File: src/rtl/ahb_ram_ctrl.sv
// ahb_ram_ctrl: AHB-Lite slave front-end for the 64-byte data RAM (ram_ahb).
//
// Captures accepted AHB address phases and sequences the RAM strobes in the
// matching data phase. Reads take one wait state because the RAM output is
// registered. Writes take none. Illegal transfers never reach the RAM.
//
// Optional feature macro: AHB_RAM_ERR_RESP_EN
//   defined   : an illegal transfer gets a two-cycle AHB ERROR response (ERR1, ERR2).
//   undefined : an illegal transfer is dropped and gets one OKAY cycle; hresp is tied to 0.
//
// Ports
//   clk, reset_n                 clock and asynchronous active-low reset
//   hsel, haddr, htrans, hwrite  AHB address phase from the decoder
//   hsize, hready                AHB address phase from the decoder
//   hwdata                       AHB write data (data phase)
//   hreadyout, hresp, hrdata     AHB slave response
//   sel_1, rd_en_ram, wr_en_ram  RAM strobes
//   address_ram, ram_hsize       captured RAM address and access size
//   wr_data                      RAM write data
//   rd_data                      RAM read data (valid the cycle after rd_en_ram)
module ahb_ram_ctrl #(
    parameter int unsigned ADDR_W = 6
) (
    input  logic        clk,
    input  logic        reset_n,
    input  logic        hsel,
    input  logic [31:0] haddr,
    input  logic [1:0]  htrans,
    input  logic        hwrite,
    input  logic [2:0]  hsize,
    input  logic [31:0] hwdata,
    input  logic        hready,
    output logic        hreadyout,
    output logic        hresp,
    output logic [31:0] hrdata,
    output logic        sel_1,
    output logic        rd_en_ram,
    output logic        wr_en_ram,
    output logic [31:0] address_ram,
    output logic [2:0]  ram_hsize,
    output logic [31:0] wr_data,
    input  logic [31:0] rd_data
);

    typedef enum logic [2:0] {
        ST_IDLE,
        ST_WR,
        ST_RD,
        ST_RDW,
        ST_ERR1,
        ST_ERR2
    } state_t;

    state_t              r_state;
    state_t              w_next;
    state_t              w_accept_state;
    logic [ADDR_W-1:0]   r_addr;
    logic [2:0]          r_size;
    logic                w_accept;
    logic                w_can_take;
    logic                w_take;
    logic                w_size_ok;
    logic                w_range_ok;
    logic                w_align_ok;
    logic                w_legal;
    logic                w_unused;

    // htrans[0] only separates BUSY from IDLE and NONSEQ from SEQ; neither matters here.
    assign w_unused = htrans[0];

    // Address-phase qualification and legality.
    assign w_accept   = hsel & hready & htrans[1];
    assign w_can_take = (r_state != ST_RD) && (r_state != ST_ERR1);
    assign w_take     = w_accept & w_can_take;
    assign w_size_ok  = (hsize <= 3'd2);
    assign w_range_ok = (haddr[31:ADDR_W] == '0);
    assign w_align_ok = !(((hsize == 3'd1) && haddr[0]) ||
                          ((hsize == 3'd2) && (haddr[1:0] != 2'b00)));
    assign w_legal    = w_size_ok & w_range_ok & w_align_ok;

    // Where an accepted transfer goes for its data phase.
    always_comb begin
        w_accept_state = ST_IDLE;
        if (w_legal) begin
            w_accept_state = hwrite ? ST_WR : ST_RD;
        end else begin
`ifdef AHB_RAM_ERR_RESP_EN
            w_accept_state = ST_ERR1;
`else
            w_accept_state = ST_IDLE;
`endif
        end
    end

    // State register.
    always_ff @(posedge clk or negedge reset_n) begin
        if (!reset_n) begin
            r_state <= ST_IDLE;
        end else begin
            r_state <= w_next;
        end
    end

    // Captured address and size; held between transfers.
    always_ff @(posedge clk or negedge reset_n) begin
        if (!reset_n) begin
            r_addr <= '0;
            r_size <= '0;
        end else if (w_take) begin
            r_addr <= haddr[ADDR_W-1:0];
            r_size <= hsize;
        end
    end

    assign address_ram = 32'(r_addr);
    assign ram_hsize   = r_size;

    // Next state and data-phase outputs, decoded from the current state.
    always_comb begin
        w_next    = ST_IDLE;
        hreadyout = 1'b1;
        hresp     = 1'b0;
        hrdata    = '0;
        sel_1     = 1'b0;
        rd_en_ram = 1'b0;
        wr_en_ram = 1'b0;
        wr_data   = '0;
        case (r_state)
            ST_WR: begin
                sel_1     = 1'b1;
                wr_en_ram = 1'b1;
                wr_data   = hwdata;
                if (w_accept) w_next = w_accept_state;
            end
            ST_RD: begin
                // RAM registers the read at the end of this cycle.
                sel_1     = 1'b1;
                rd_en_ram = 1'b1;
                hreadyout = 1'b0;
                w_next    = ST_RDW;
            end
            ST_RDW: begin
                hrdata = rd_data;
                if (w_accept) w_next = w_accept_state;
            end
`ifdef AHB_RAM_ERR_RESP_EN
            ST_ERR1: begin
                hreadyout = 1'b0;
                hresp     = 1'b1;
                w_next    = ST_ERR2;
            end
            ST_ERR2: begin
                hresp = 1'b1;
                if (w_accept) w_next = w_accept_state;
            end
`endif
            default: begin
                if (w_accept) w_next = w_accept_state;
            end
        endcase
    end

endmodule

File: config.mk
export PLATFORM = sky130hd
export DESIGN_NAME = ahb_ram_ctrl
export DESIGN_NICKNAME = d
export VERILOG_FILES = /design/src/rtl/ahb_ram_ctrl.sv
export SDC_FILE = /design/constraint.sdc
export NUM_CORES = 1
export LEC_CHECK = 0
export ABC_CLOCK_PERIOD_IN_PS = 1350
export CAP_MARGIN = 20
export CORE_AREA = 5 5 78 80
export CTS_CLUSTER_DIAMETER = 80
export DETAILED_ROUTE_END_ITERATION = 16
export DIE_AREA = 0 0 83 85
export DONT_BUFFER_PORTS = 1
export PLACE_DENSITY_LB_ADDON = 0.05
export SYNTH_ARGS = -nofsm -noshare
export SYNTH_HDL_FRONTEND = slang
export SYNTH_SLANG_ARGS = --single-unit
File: constraint.sdc
create_clock -name clk -period 1.35 [get_ports clk]
set_input_delay 0.3375 -clock clk [delete_from_list [all_inputs] [get_ports clk]]
set_output_delay 0.3375 -clock clk [all_outputs]
set_load 0.03 [all_outputs]
==> results of run 1 <==
[cell usage after synthesis (all sizes together)]
cell	count	area share [%]
buf	27	17
nand3b	1	0.63
inv	4	1.3
conb	1	0.32
o31a	1	0.74
nor4	6	4.2
clkbuf	6	1.9
and3	1	0.53
nand4bb	1	0.95
o41ai	2	1.5
and2	64	34
mux2	9	8.5
dfrtp	11	23
nand4	1	0.53
nand2	1	0.53
ha	3	3.2
nand3	2	0.84
nor3	1	0.42
[layout make-up]
class / instances / area (sq um)
inverters: 4 / 21.3
repair buffers: 18 / 258
fillers: 571 / 3660
multi-input cells: 120 / 981
flip-flops and latches: 11 / 278
clock inverters: 1 / 5.00
clock buffers: 3 / 41.3
well taps: 72 / 90.1
[per-stage QoR]
| step | power, W | hold WS, ns | setup WS (ns) |
|---|---|---|---|
| after floorplan | 0.000733 | 0.0419 | -0.0341 |
| after global placement | 0.000693 | 0.0423 | -0.0936 |
| after detailed placement | 0.000693 | 0.0422 | -0.106 |
| after CTS | 0.00103 | 0.246 | -0.279 |
| after global routing | 0.00107 | 0.245 | -0.336 |
| final | 0.00102 | 0.249 | -0.285 |
[worst max path at each step]
| stage | from | to | cells past startpoint |
|---|---|---|---|
| 2_1_floorplan | r_state[1]$_DFF_PN0_ | wr_data[0] | 4 |
| 3_3_place_gp | r_state[0]$_DFF_PN0_ | hrdata[0] | 4 |
| 3_5_place_dp | r_state[0]$_DFF_PN0_ | hrdata[0] | 4 |
| 4_1_cts | r_state[0]$_DFF_PN0_ | hrdata[0] | 4 |
| 5_1_grt | r_state[1]$_DFF_PN0_ | wr_data[5] | 4 |
| 6_report | r_state[0]$_DFF_PN0_ | wr_data[6] | 4 |
[what timing repair did]
item	CTS	global route
buffers inserted	1	1
hold endpoints to repair	11	0
gates cloned	1	3
pin swaps	7	9
hold buffers	1	0
gates resized for setup	10	18
setup endpoints to repair	68	73
[logic make-up after synthesis]
family | Yosys count | share of synthesized area (%)
compound gates | 3 | 2.21
other cells | 1 | 0.316
buf+inv | 37 | 20.2
simple gates | 78 | 42.4
flops | 11 | 23.2
fa+ha+maj | 3 | 3.16
mux | 9 | 8.54
[power breakdown]
part | switching [W] | internal (W)
Sequential | 0.000142 | 0.000380
Clock | 0.000123 | 0.000203
Combinational | 0.000127 | 0.0000501
Total | 0.000392 | 0.000633
[state kept, by name, summed over array words and instances (netlist names)]
register   cells
r_addr         6
r_state        2
ram_hsize      3
[per-layer routing]
metal	GRT usage [%]	up-vias	share of wire (%)
li1	-	432	-
met1	9.52	455	32
met2	20.6	86	58
met3	3.20	0	10
met5	0	-	0
met4	1.34	0	0
==> qor.yml, run 1 <==
route:
  viasPerCell: 4.25
  route.detailed.drc: 0
  firstDrtPassIters: 2
  num_vias: 973
  drt_first_iter_violations: 9
  detail-route-antenna-nets: 0
  drt_wl_total_um: 4350
  routedWlPerCell_um: 19.0
global_route:
  grt_pass1_vias: 966
  grt_pass1_wl_um: 5870
  grt.total_usage_pct: 9.88
  antenna_found_initial: 0
  grt_remaining_overflow: 0
  grt_max_degree: 33
layout:
  fin_nets: 267
  antenna_cells: 0
  final_util_pct: 31.4
  fin_area_sq_um: 1670
  layout_commonest_cell: "and2_4"
  drive_above_1_share_pct: 66.9
  syn_to_final_growth_pct: 41.0
  final_cell_mix: "and2_4, conb_1, mux2_2, dfrtp_1, buf_6"
  finalNonFillerCells: 229
placement:
  placed_cells: 218
  dp_hpwl_um: 3840
  place_area_sq_um: 1450
  port_buffers: 0
  place.gp.congestion: 0.932
critical_path:
  path_cells: "buf_6 -> ha_4 -> buf_12 -> and2_4"
  end_kind: "primary output"
  crit_type: "reg -> out"
  rr_worst_depth: 6
  slowest_delay_ns: 0.43
  cp-start-kind: "flop"
  crit_buf_inv: 2
  cp_max_fo: 22
  reg2reg_setup_slack_ns: -0.05
  worstPathArrival_ns: 1.30
  reg2reg_from: "r_state[0]$_DFF_PN0_"
  r2r_end: "r_addr[5]$_DFFE_PN0P_"
  cp_top_family: "flip-flops"
  required_ns: 1.01
  crit_slowest_cell: "dfrtp_2"
power_and_ir_drop:
  ir_drop_v: 0.000567
  leakagePower_nw: 0.737
  cellPowerDensity_nw_per_um2: 612
cts:
  cts-buffers-inserted: 3
  path_clk_slew_ns: 0.05
  htree_levels: 1
  cts.sinks: 11
  clk_latency_ns: 0.23
  cts-root-buf: "clkbuf_8"
  cts_max_path_buffers: 2
  cts_tree: "done"
status:
  failed_checks: "setup timing"
  status: "complete, but fails checks"
synthesis:
  synthCells: 142
  yosys_warnings: 0
  syn-cell-area_sq_um: 1190
  yosys_register_bits: 11
  synth_area_per_cell_sq_um: 8.36
  synth_cell_type_count: 19
  yosysSeqAreaShare_pct: 23.2
timing:
  finalCritPeriodShare_pct: 121
  fin_skew_ns: 0.00294
  finalHoldViolCount: 0
  rsz0062_at_grt: "yes"
  period_needed_ns: 1.63
  setup_slack_ns: -0.285
  fmax_ghz: 0.612
  finalSetupTns_ns: -15.75
  setup_viol: 77
  finalMaxSlewViolations: 0
floorplan:
  dieArea_sq_um: 7060
  rows: 27
  core_sq_um: 5340
  ios: 210
  initial_core_util_pct: 22.2
  die_x_um: 83
  die_h_um: 85
run:
  drv_cap: 0
hold_path:
  hold_path_startpoint: "haddr[1]"
  holdPathEnd: "r_addr[1]$_DFFE_PN0P_"
  min_path_cells: 1
  hold_path.class: "in -> reg"
Power figures use the tool's default switching activity.
==> inputs of run 2 (changes only) <==
Settings changed: CTS_CLUSTER_SIZE set to 8.
==> results of run 2 <==
No change in the layout: final DEF, timing and power equal those of run 1.
